File: config.mk
export PLATFORM = sky130hd
export DESIGN_NAME = mem_data_dirty_dump
export DESIGN_NICKNAME = d
export VERILOG_FILES = /design/src/rtl/mem_data_dirty_dump.sv
export SDC_FILE = /design/constraint.sdc
export NUM_CORES = 1
export LEC_CHECK = 0
export BUFFER_PORTS_ARGS = -buffer_cell sky130_fd_sc_hd__buf_2
export CAP_MARGIN = 20
export CORE_MARGIN = 3
export CORE_UTILIZATION = 53
export CTS_CLUSTER_DIAMETER = 60
export DETAILED_ROUTE_END_ITERATION = 16
export PLACE_DENSITY = 0.84
export SLEW_MARGIN = 20
export SYNTH_ARGS = -nofsm -noshare
export SYNTH_HDL_FRONTEND = slang
export SYNTH_SLANG_ARGS = --single-unit
export TNS_END_PERCENT = 5
File: constraint.sdc
create_clock -name i_clk -period 3.3 [get_ports i_clk]
set_input_delay 0.495 -clock i_clk [delete_from_list [all_inputs] [get_ports i_clk]]
set_output_delay 0.495 -clock i_clk [all_outputs]
set_load 0.01 [all_outputs]
File: src/rtl/mem_data_dirty_dump.sv
// Dirty-word dump engine: scans data memory and streams modified words to debug.
// Optional macro DIRTY_CLEAR_ON_DUMP_EN enables the dirty-bit clear strobe.
//
// Ports:
//   i_clk, i_reset (async, active-low)   clock and reset
//   i_start                              one-cycle scan request (IDLE only)
//   o_addr, o_ena                        data-memory / dirty-flag address, read enable
//   i_bit_sucio, i_data                  dirty flag of o_addr, read data (1-cycle latency)
//   o_valid, i_ready                     dump handshake
//   o_tx_addr, o_tx_data                 dumped word
//   o_busy, o_done, o_count              status
//   o_clear_sucio                        dirty-bit clear strobe
module mem_data_dirty_dump #(
    parameter int RAM_DEPTH = 1024,
    parameter int RAM_WIDTH = 32,
    localparam int AW = $clog2(RAM_DEPTH)
) (
    input  logic                 i_clk,
    input  logic                 i_reset,
    input  logic                 i_start,
    output logic [AW-1:0]        o_addr,
    output logic                 o_ena,
    input  logic                 i_bit_sucio,
    input  logic [RAM_WIDTH-1:0] i_data,
    output logic                 o_valid,
    input  logic                 i_ready,
    output logic [AW-1:0]        o_tx_addr,
    output logic [RAM_WIDTH-1:0] o_tx_data,
    output logic                 o_busy,
    output logic                 o_done,
    output logic [AW:0]          o_count,
    output logic                 o_clear_sucio
);

    typedef enum logic [2:0] {
        S_IDLE,
        S_CHECK,
        S_READ,
        S_CAPTURE,
        S_SEND,
        S_DONE
    } state_t;

    localparam logic [AW-1:0] LAST = AW'(RAM_DEPTH - 1);

    state_t                state_q, state_d;
    logic [AW-1:0]         idx_q, idx_d;
    logic [AW:0]           count_q, count_d;
    logic [AW-1:0]         tx_addr_q;
    logic [RAM_WIDTH-1:0]  tx_data_q;
    logic                  handshake;

    assign handshake = (state_q == S_SEND) && i_ready;

    always_ff @(posedge i_clk or negedge i_reset) begin
        if (!i_reset) begin
            state_q   <= S_IDLE;
            idx_q     <= '0;
            count_q   <= '0;
            tx_addr_q <= '0;
            tx_data_q <= '0;
        end else begin
            state_q <= state_d;
            idx_q   <= idx_d;
            count_q <= count_d;
            if (state_q == S_CAPTURE) begin
                tx_addr_q <= idx_q;
                tx_data_q <= i_data;
            end
        end
    end

    always_comb begin
        state_d = state_q;
        idx_d   = idx_q;
        count_d = count_q;
        unique case (state_q)
            S_IDLE: begin
                if (i_start) begin
                    state_d = S_CHECK;
                    idx_d   = '0;
                    count_d = '0;
                end
            end
            S_CHECK: begin
                if (i_bit_sucio) begin
                    state_d = S_READ;
                end else if (idx_q == LAST) begin
                    state_d = S_DONE;
                end else begin
                    idx_d = idx_q + AW'(1);
                end
            end
            S_READ:    state_d = S_CAPTURE;
            S_CAPTURE: state_d = S_SEND;
            S_SEND: begin
                if (i_ready) begin
                    count_d = count_q + (AW+1)'(1);
                    if (idx_q == LAST) begin
                        state_d = S_DONE;
                    end else begin
                        idx_d   = idx_q + AW'(1);
                        state_d = S_CHECK;
                    end
                end
            end
            S_DONE:  state_d = S_IDLE;
            default: state_d = S_IDLE;
        endcase
    end

    // Status strobes decode straight from state so reset drops them at once.
    assign o_addr    = idx_q;
    assign o_ena     = (state_q == S_READ);
    assign o_valid   = (state_q == S_SEND);
    assign o_busy    = (state_q != S_IDLE);
    assign o_done    = (state_q == S_DONE);
    assign o_count   = count_q;
    assign o_tx_addr = tx_addr_q;
    assign o_tx_data = tx_data_q;

`ifdef DIRTY_CLEAR_ON_DUMP_EN
    // o_addr still points at the accepted word during the handshake cycle.
    assign o_clear_sucio = handshake;
`else
    logic unused_hs;
    assign unused_hs     = handshake;
    assign o_clear_sucio = 1'b0;
`endif

endmodule

==> results of run 1 <==
-- cell families (layout without fill, tap and decap cells) --
kind of cell               after synthesis  after routing  share of synthesized area [%]
DFF                                     66             66                           55.9
and+or+nand+nor                         71             71                           13.7
muxes                                   43             43                           16.4
buffers and inverters                   12            122                           1.86
adders and majority gates                2              2                          0.847
AOI/OAI and AO/OA                       45             45                           9.96
other                                    1              1                          0.127
xor gates and xnor gates                 4              4                           1.19
-- path summary, 6_finish.rpt --
check	endpoint	cells after the start
max	o_count[8]	4
min	o_count[1]	1
max reg2reg	o_count[8]	4
min reg2reg	o_tx_addr[9]	2
max in group asynchronous	o_tx_data[14]	2
min in group i_clk	o_tx_data[28]	2
-- final cells by class --
cell class | count | area [um2] | area share, %
clock buffer | 12 | 165 | 4.42
clock inverter | 4 | 48.8 | 1.31
inverter | 1 | 3.75 | 0.100
multi-input combinational | 166 | 1250 | 33.4
sequential | 66 | 1650 | 44.2
tap | 70 | 87.6 | 2.34
timing repair buffer | 105 | 531 | 14.2
-- placed cells by master (no fill, tap or decap), types with 4 or more instances in the layout --
master    Yosys  final
mux2_2       42     42
nand3b_1      4      4
nand2_1      18     17
clkbuf_8      0     12
o21ai_0      11     11
or3_1         7      7
buf_2         5    103
nor2_1        7      7
dfrtp_1      66     66
o31ai_1      16     16
a21oi_1       8      8
nand3_1       8      8
-- power groups by stage --
stage | clock (mW) | sequential (mW) | combinational, mW
floorplan | 0 | 1.35 | 0.639
global route | 0.759 | 1.32 | 1.25
detailed placement | 0 | 1.29 | 1.14
CTS | 0.727 | 1.27 | 1.15
global placement | 0 | 1.26 | 1.11
finish | 0.710 | 1.27 | 1.13
-- metal layers --
metal	part of all wire, %	up-vias	global-route usage, %
li1	-	1121	-
met4	0.94	0	9.46
met1	40	1154	28.1
met2	49	120	37.2
met3	9.4	7	5.61
met5	0	-	0
-- synthesized netlist by cell type, drive strengths merged, types with 2 or more instances --
cell and number:
a211oi 2, a21oi 8, a22o 2, a311oi 2, and2 2, and3 2
and4 3, buf 6, clkbuf 5, dfrtp 66, ha 2, mux2 42
nand2 18, nand2b 2, nand3 8, nand3b 4, nand4 3, nor2 7
nor3 3, nor4 3, nor4b 2, o21ai 11, o31ai 16, or3 7
or4 3, xnor2 3
-- flip-flops by register name, indices dropped and copies added, names as in the netlist --
register   count
state_q        3
o_tx_addr     10
o_tx_data     32
o_addr        10
o_count       11
-- per-stage QoR --
step           total power, mW  setup slack, ps  cells  utilization (%)  instance area [um2]
2_1_floorplan             1.98             1450    244                -                 2950
3_3_place_gp              2.37             1170    408             67.2                 3520
3_5_place_dp              2.43             1100    408             67.2                 3520
4_1_cts                   3.15             1080    424             71.3                 3740
5_1_grt                   3.33              897    424             71.3                 3740
6_report                  3.12             1070    424             71.3                 3740
==> metrics.txt, run 1 <==
status=finished clean; ys async rst share=100%; DIE WIDTH=80.6 um; Reg2Reg Setup Slack=1070 ps; Overflow after GRT=0; clk sinks=66; critical-path cell list=or2_1, or3_1, or4_1, a21oi_1; hold_ws=91.3 ps; cell count after synthesis=244; Worst Setup SP=state_q[1]; pwr dens=834 nW/um2; CP required=3550 ps; CTS clock-pin slew for the worst setup and hold paths=70 ps; Setup crit end kind=flop; Worst VDD drop=0.535 mV; Reg power frac=40.9%; Net Count, Synth=283; final wirelength=6690 um; Critical Path Start Type=flop; arrival time at the worst endpoint=2490 ps; Core Footprint=5240 um2; Detail Placement HPWL=4780 um; Max Fanout on Critical Path=22; max_cap viols=0; port bufs=103; final setup violation count=0; first-pass GRT wire length=11300 um; Pre-antenna DRT Iters=4; H-tree depth=3; Avg WL per Cell=15.8 um; GRT Total Usage=22.5%; actual slew at the worst max-slew pin=962 ps; initial antenna violation count=0; Die H=80.6 um; Critical Path Max Stage Delay=600 ps; max_slew headroom=35.6%; clock period minus worst slack=2230 ps; DR vias/cell=5.67; Clock power frac=22.8%; Crit path max-delay family=simple AND/OR/NAND/NOR gates; via count=2402; Post-synth EDFFs=0; sequential area share after synthesis=55.9%; Leak=1.83 nW; top post-synthesis cells by area=dfrtp_1 56%, mux2_2 16%, o31ai_1 4.1%; ANT cells=0; CP Buf/Inv Count=0; root buffer cell=clkbuf_8; Die Area=6500 um2; final slew viol count=0; Post-Syn Area=2950 um2; I/O pin count=105; Post-CTS Hold Buffers=0; share of the synthesized area in the top cell type=55.9%; final period utilization=67.6%; CTS tree=built; DRC violation count after routing=0; Final Hold Fails=0; Cell variety after synth=41; Post-CTS Setup Bufs=0; vias in the first global route=2338; Max Freq=0.448 GHz; Comb pwr share=36.4%; Worst Skew=5.80 ps; internal power=2.03 mW; worst flop-to-flop path startpoint=state_q[1]; Setup TNS=0 ps; clock buffer count from CTS=9; main flop type after synthesis=dfrtp_1; Synth Area per Inst=12.1 um2; Sw Share=35.0%; GP Congestion=0.875; largest net degree at the start of global routing=49; Filler cells=403; share of cells above drive strength 1=46.9%; Clock Path Buffers=2; DRT antenna net count=0; cts repair resizes=0; Rows=26; WS Path Type=flop to flop; Sw Pwr=1.09 mW; Slowest cell on crit path=dfrtp_1; Initial Utilization=56.4%; P&R area growth vs syn=26.5%; register bit total from synthesis=66; Final nets=388; Hold/Removal Path Class=input pin to asynchronous set/reset pin; Yosys top cell by area=dfrtp_1; RSZ-0062 raised after global routing=no; worst skew pair latency=330 ps; 1st-iter DRT viols=159; yosys warns=0
Note: power is estimated with default switching activity, not from simulation.
==> inputs of run 2 (changes only) <==
--- a/config.mk
+++ b/config.mk
@@ -5,13 +5,14 @@
 export SDC_FILE = /design/constraint.sdc
 export NUM_CORES = 1
 export LEC_CHECK = 0
+export ABC_AREA = 1
 export BUFFER_PORTS_ARGS = -buffer_cell sky130_fd_sc_hd__buf_2
 export CAP_MARGIN = 20
 export CORE_MARGIN = 3
-export CORE_UTILIZATION = 53
+export CORE_UTILIZATION = 45
 export CTS_CLUSTER_DIAMETER = 60
 export DETAILED_ROUTE_END_ITERATION = 16
-export PLACE_DENSITY = 0.84
+export PLACE_DENSITY = 0.76
 export SLEW_MARGIN = 20
 export SYNTH_ARGS = -nofsm -noshare
 export SYNTH_HDL_FRONTEND = slang
==> constraint.sdc (replaced) <==
create_clock -name i_clk -period 1.8 [get_ports i_clk]
set_input_delay 0.27 -clock i_clk [delete_from_list [all_inputs] [get_ports i_clk]]
set_output_delay 0.27 -clock i_clk [all_outputs]
set_load 0.01 [all_outputs]
==> metrics.txt, run 2 <==
Commonest cells post-synth=193 x nand2_1, 66 x dfrtp_1, 30 x nor2_1; Detail Placement HPWL=4960 um (+3.7%); ANT cells=0 (unchanged); RSZ-0062 raised after global routing=no; cell count after synthesis=387 (+59%); vias in the first global route=2435 (+4.1%); Non-Filler Instances=581 (+37%); DRT antenna net count=0 (unchanged); Leak=2.20 nW (+20%); GP Congestion=0.839 (-4.2%); Post-DP Area=3640 um2 (+3.2%); most numerous cell in the Yosys netlist=nand2_1; register bit total from synthesis=66 (unchanged); pwr dens=1370 nW/um2 (+64%); I/O pin count=105 (unchanged); Synth Area per Inst=7.74 um2 (-36%); final core utilization=60.1% (-11 points); Net Count, Synth=426 (+51%); first-pass GRT wire length=11100 um (-1.1%); actual slew at the worst max-slew pin=753 ps (-209 ps); Yosys top cell by area=dfrtp_1; total design power=5.27 mW (+69%); top post-synthesis cells by area=dfrtp_1 55%, nand2_1 24%, nor2_1 3.8%; Filler cells=599 (+49%); most frequent cells in the layout=193 x nand2_1, 103 x buf_2, 66 x dfrtp_1; Cell variety after synth=25 (-39%); Final Hold Fails=0 (unchanged); WS Path Type=flop to output pin; worst flop-to-flop path startpoint=state_q[2]; GRT Total Usage=18.7% (-3.9 points); FF-to-FF path depth=8 (+4); Die H=87.6 um (+8.6%); Avg WL per Cell=12.1 um (-23%); port bufs=103 (unchanged); arrival time at the worst endpoint=1420 ps (-1070 ps); max reg flops=32 (unchanged); CP endpoint=o_valid; Max Fanout on Critical Path=4 (-82%); metal3 WL=320 um (-49%); final period utilization=93.8%; Worst Skew=14.5 ps (+8.73 ps); final slew viol count=0 (unchanged); Rows=29 (+12%); Pre-antenna DRT Iters=4 (unchanged); clock period minus worst slack=1690 ps; Final WS setup=112 ps (-956 ps); largest net degree at the start of global routing=67 (+37%); Post-synth EDFFs=0 (unchanged); final setup violation count=0 (unchanged); P&R area growth vs syn=28.1%; initial antenna violation count=0 (unchanged); Setup TNS=0 ps (unchanged); Die Area=7670 um2 (+18%); ys async rst share=100% (unchanged); R2R Path End=o_addr[4]; Initial Utilization=46.9% (-9.5 points); Clock Path Buffers=2 (unchanged); cell area after layout=3840 um2 (+2.7%); Hold/Removal Path Class=input pin to flop; final wirelength=7050 um (+5.5%); H-tree depth=3 (unchanged); commonest non-fill, non-tap cell in the layout=nand2_1; Worst Setup SP=state_q[0]; Post-Syn Area=3000 um2 (+1.5%); met1 wire length=3140 um (+17%); Worst VDD drop=0.742 mV (+39%); max_slew headroom=49.7% (+14 points); Overflow after GRT=0 (unchanged); sequential area share after synthesis=55.1% (-0.82 points); root buffer cell=clkbuf_8; Setup crit end kind=output pin; 1st-iter DRT viols=121 (-24%); CTS clock-pin slew for the worst setup and hold paths=70 ps (about the same); Reg2Reg Setup Slack=190 ps (-880 ps); main flop type after synthesis=dfrtp_1; max_cap viols=0 (unchanged); Critical Path Start Type=flop; status=finished clean; share of cells above drive strength 1=26.4% (-21 points); clock buffer count from CTS=9 (unchanged); CP required=1530 ps (-2020 ps); DIE WIDTH=87.6 um (+8.6%); DRC violation count after routing=0 (unchanged); Final nets=539 (+39%); CTS tree=built; Core Footprint=6390 um2 (+22%); yosys warns=0 (unchanged); worst skew pair latency=330 ps (about the same); hold_ws=137 ps (+45.5 ps); clk sinks=66 (unchanged); Post-Place Worst Slack=229 ps (-867 ps); Placed Cells=565 (+38%); uppermost routed layer=met4; share of the synthesized area in the top cell type=55.1% (-0.82 points); wire length on met2=3490 um (+5.5%); via count=2749 (+14%); Max Freq=0.592 GHz; DR vias/cell=4.73 (-16%)
## run 2: cell families after synthesis
kind of cell / after synthesis / synth area share [%]
other cells: 1 / 0.125
xor+xnor: 2 / 0.585
simple gates: 251 / 33.8
buf+inv: 40 / 5.26
compound gates: 25 / 4.26
flops: 66 / 55.1
fa+ha+maj: 2 / 0.835
## run 2: worst min-delay path by stage
stage	startpoint	slack [ps]	cells past startpoint	endpoint
floorplan	i_reset	-30	0	o_addr[0]
detailed placement	i_reset	320	2	o_count[6]
global placement	i_reset	310	2	o_count[5]
global route	i_data[0]	130	3	o_tx_data[0]
finish	i_data[6]	140	3	o_tx_data[6]
CTS	i_data[22]	120	3	o_tx_data[22]
## run 2: per-layer routing
metal,vias to the layer above,global-route usage [%]
met4,0,8.65
li1,1417,-
met3,5,2.82
met2,69,31.2
met5,-,0
met1,1258,23.8
## run 2: cell type report
| class | instances | area, um2 | area share, % |
|---|---|---|---|
| Clock buffer | 12 | 145 | 3.78 |
| Clock inverter | 3 | 40.0 | 1.04 |
| Inverter | 30 | 113 | 2.93 |
| Multi-Input combinational cell | 281 | 1190 | 31.1 |
| Sequential cell | 66 | 1650 | 43.0 |
| Tap cell | 77 | 96.3 | 2.51 |
| Timing Repair Buffer | 112 | 598 | 15.6 |
## run 2: critical path, cell delays in order, from the launching register on
cell and delay (ps):
dfrtp_1 420, nor2_4 150, nand2_1 90, buf_4 160, inv_1 120, buf_2 150
## run 2: power by group
part,internal (mW),switching [mW],total [mW],leakage [nW]
registers,1.91,0.249,2.16,0.859
clock network,0.667,0.529,1.20,0.0962
logic,0.693,1.21,1.91,1.24
## run 2: timing repair
| action | in CTS | in global routing |
|---|---|---|
| hold endpoints to repair | 66 | 0 |
| gates resized for setup | 1 | 1 |
| setup endpoints to repair | 1 | 1 |
| buffers inserted | 0 | 0 |
| hold buffers | 1 | 0 |
==> inputs of run 3 (changes only) <==
--- a/config.mk
+++ b/config.mk
@@ -5,7 +5,6 @@
 export SDC_FILE = /design/constraint.sdc
 export NUM_CORES = 1
 export LEC_CHECK = 0
-export ABC_AREA = 1
 export BUFFER_PORTS_ARGS = -buffer_cell sky130_fd_sc_hd__buf_2
 export CAP_MARGIN = 20
 export CORE_MARGIN = 3
==> metrics.txt, run 3 (synthesized netlist as in run 1, its figures left out) <==
first-pass GRT wire length=11500 um (+3.7%); RSZ-0062 raised after global routing=yes; ANT cells=0 (unchanged); most used cell along the critical path=buf_4; Max Fanout on Critical Path=10 (+6); WS Path Type=flop to output pin; most frequent cells in the layout=103 x buf_2, 66 x dfrtp_1, 42 x mux2_2; Final WS setup=63.4 ps (-48.8 ps); DR vias/cell=5.38 (+14%); DIE WIDTH=87.0 um (-0.68%); initial antenna violation count=0 (unchanged); Setup crit end kind=output pin; max reg flops=32 (unchanged); Core Footprint=6130 um2 (-4.0%); FF-to-FF path depth=5 (-3); Overflow after GRT=0 (unchanged); Hold/Removal Path Class=input pin to flop; clk sinks=66 (unchanged); Die H=87.0 um (-0.68%); Post-DP Area=3750 um2 (+3.1%); storage element area=1650 um2 (unchanged); 1st-iter DRT viols=116 (-4.1%); worst skew pair latency=330 ps (about the same); max_cap viols=0 (unchanged); hold depth=2 (-1); largest net degree at the start of global routing=45 (-33%); final wirelength=6940 um (-1.6%); Pre-antenna DRT Iters=4 (unchanged); GRT Total Usage=19.4% (+0.71 points); CTS tree=built; Leak=1.96 nW (-11%); clock period minus worst slack=1740 ps (+48.8 ps); Slowest cell on crit path=dfrtp_1; DRT antenna net count=0 (unchanged); area of the multi-input gates=1270 um2 (+6.0%); CP required=1530 ps (about the same); Worst Skew=6.46 ps (-8.08 ps); port bufs=103 (unchanged); GP Congestion=0.806 (-3.9%); commonest non-fill, non-tap cell in the layout=buf_2; critical-path cell list=buf_4, nor2_2, buf_4, and2_1, buf_2; clock buffer count from CTS=9 (unchanged); I/O pin count=105 (unchanged); Die Area=7570 um2 (-1.4%); via count=2465 (-10%); Max Freq=0.576 GHz (-2.8%); P&R area growth vs syn=34.9%; H-tree depth=3 (unchanged); Avg WL per Cell=15.2 um (+25%); Rows=28 (-3.4%); final slew viol count=0 (unchanged); Critical Path Start Type=flop; Final Hold Fails=0 (unchanged); Final nets=417 (-23%); Detail Placement HPWL=4960 um (about the same); pwr dens=1470 nW/um2 (+7.5%); Worst VDD drop=0.945 mV (+27%); Clock Path Buffers=2 (unchanged); vias in the first global route=2497 (+2.5%); cell area after layout=3980 um2 (+3.7%); root buffer cell=clkbuf_8; share of cells above drive strength 1=51.4% (+25 points); final setup violation count=0 (unchanged); status=finished clean; CTS clock-pin slew for the worst setup and hold paths=70 ps (about the same); arrival time at the worst endpoint=1470 ps (+50 ps); Filler cells=506 (-16%); Post-Place Worst Slack=-23.3 ps (-252 ps); DRC violation count after routing=0 (unchanged); Critical Path Max Stage Delay=370 ps (-50 ps); Initial Utilization=48.2% (+1.2 points); final period utilization=96.5% (+2.7 points)
run 3: what timing repair did:
item	4_1_cts	5_1_grt
hold buffers	1	0
hold endpoints to repair	66	0
setup buffers	2	0
endpoints found under the setup margin	3	7
resized for setup	0	4
run 3: power by group:
part,switching (mW),total (mW),internal (mW)
logic,1.27,2.49,1.23
registers,0.244,2.21,1.96
clock network,0.562,1.18,0.614
total,2.07,5.87,3.80
run 3: final timing paths:
check | from | to | slack [ps]
worst max register to register | state_q[2] | o_count[10] | 70
worst min register to register | o_tx_addr[9] | o_tx_addr[9] | 500
max in group asynchronous | i_reset | o_tx_data[2] | 1070
min in group asynchronous | i_reset | o_tx_data[22] | 270
worst max-delay path | state_q[0] | o_valid | 60
worst min-delay path | i_data[11] | o_tx_data[11] | 160
run 3: layout make-up:
type | count | share of cell area [%]
clock buffer | 13 | 4.24
sequential | 66 | 41.5
clock inverter | 3 | 0.566
tap | 75 | 2.36
timing repair buffer | 134 | 19.5
multi-input combinational | 166 | 31.8
inverter | 1 | 0.0943
run 3: stage by stage:
stage          instances  power (mW)  utilization (%)  hold slack [ps]  setup TNS [ps]
2_1_floorplan        244        3.64                -            -25.6               0
3_3_place_gp         439        4.60             61.1             78.9               0
3_5_place_dp         439        4.70             61.1             81.5           -23.3
4_1_cts              458        5.91             64.7              150               0
5_1_grt              458        6.28             65.0              148           -52.2
6_report             458        5.87             65.0              163               0
run 3: critical path: cells and delay by family, from the launching register on:
kind	cells	cell delay (ps)
simple gates	2	310
flops	1	370
buf+inv	3	460
run 3: metal layers:
layer | vias up | global-route usage [%] | routed length, um
li1 | 1170 | - | -
met1 | 1178 | 24.9 | 3000
met2 | 111 | 31.3 | 3280
met3 | 6 | 4.73 | 593
met4 | 0 | 7.79 | 75
met5 | - | 0 | 0
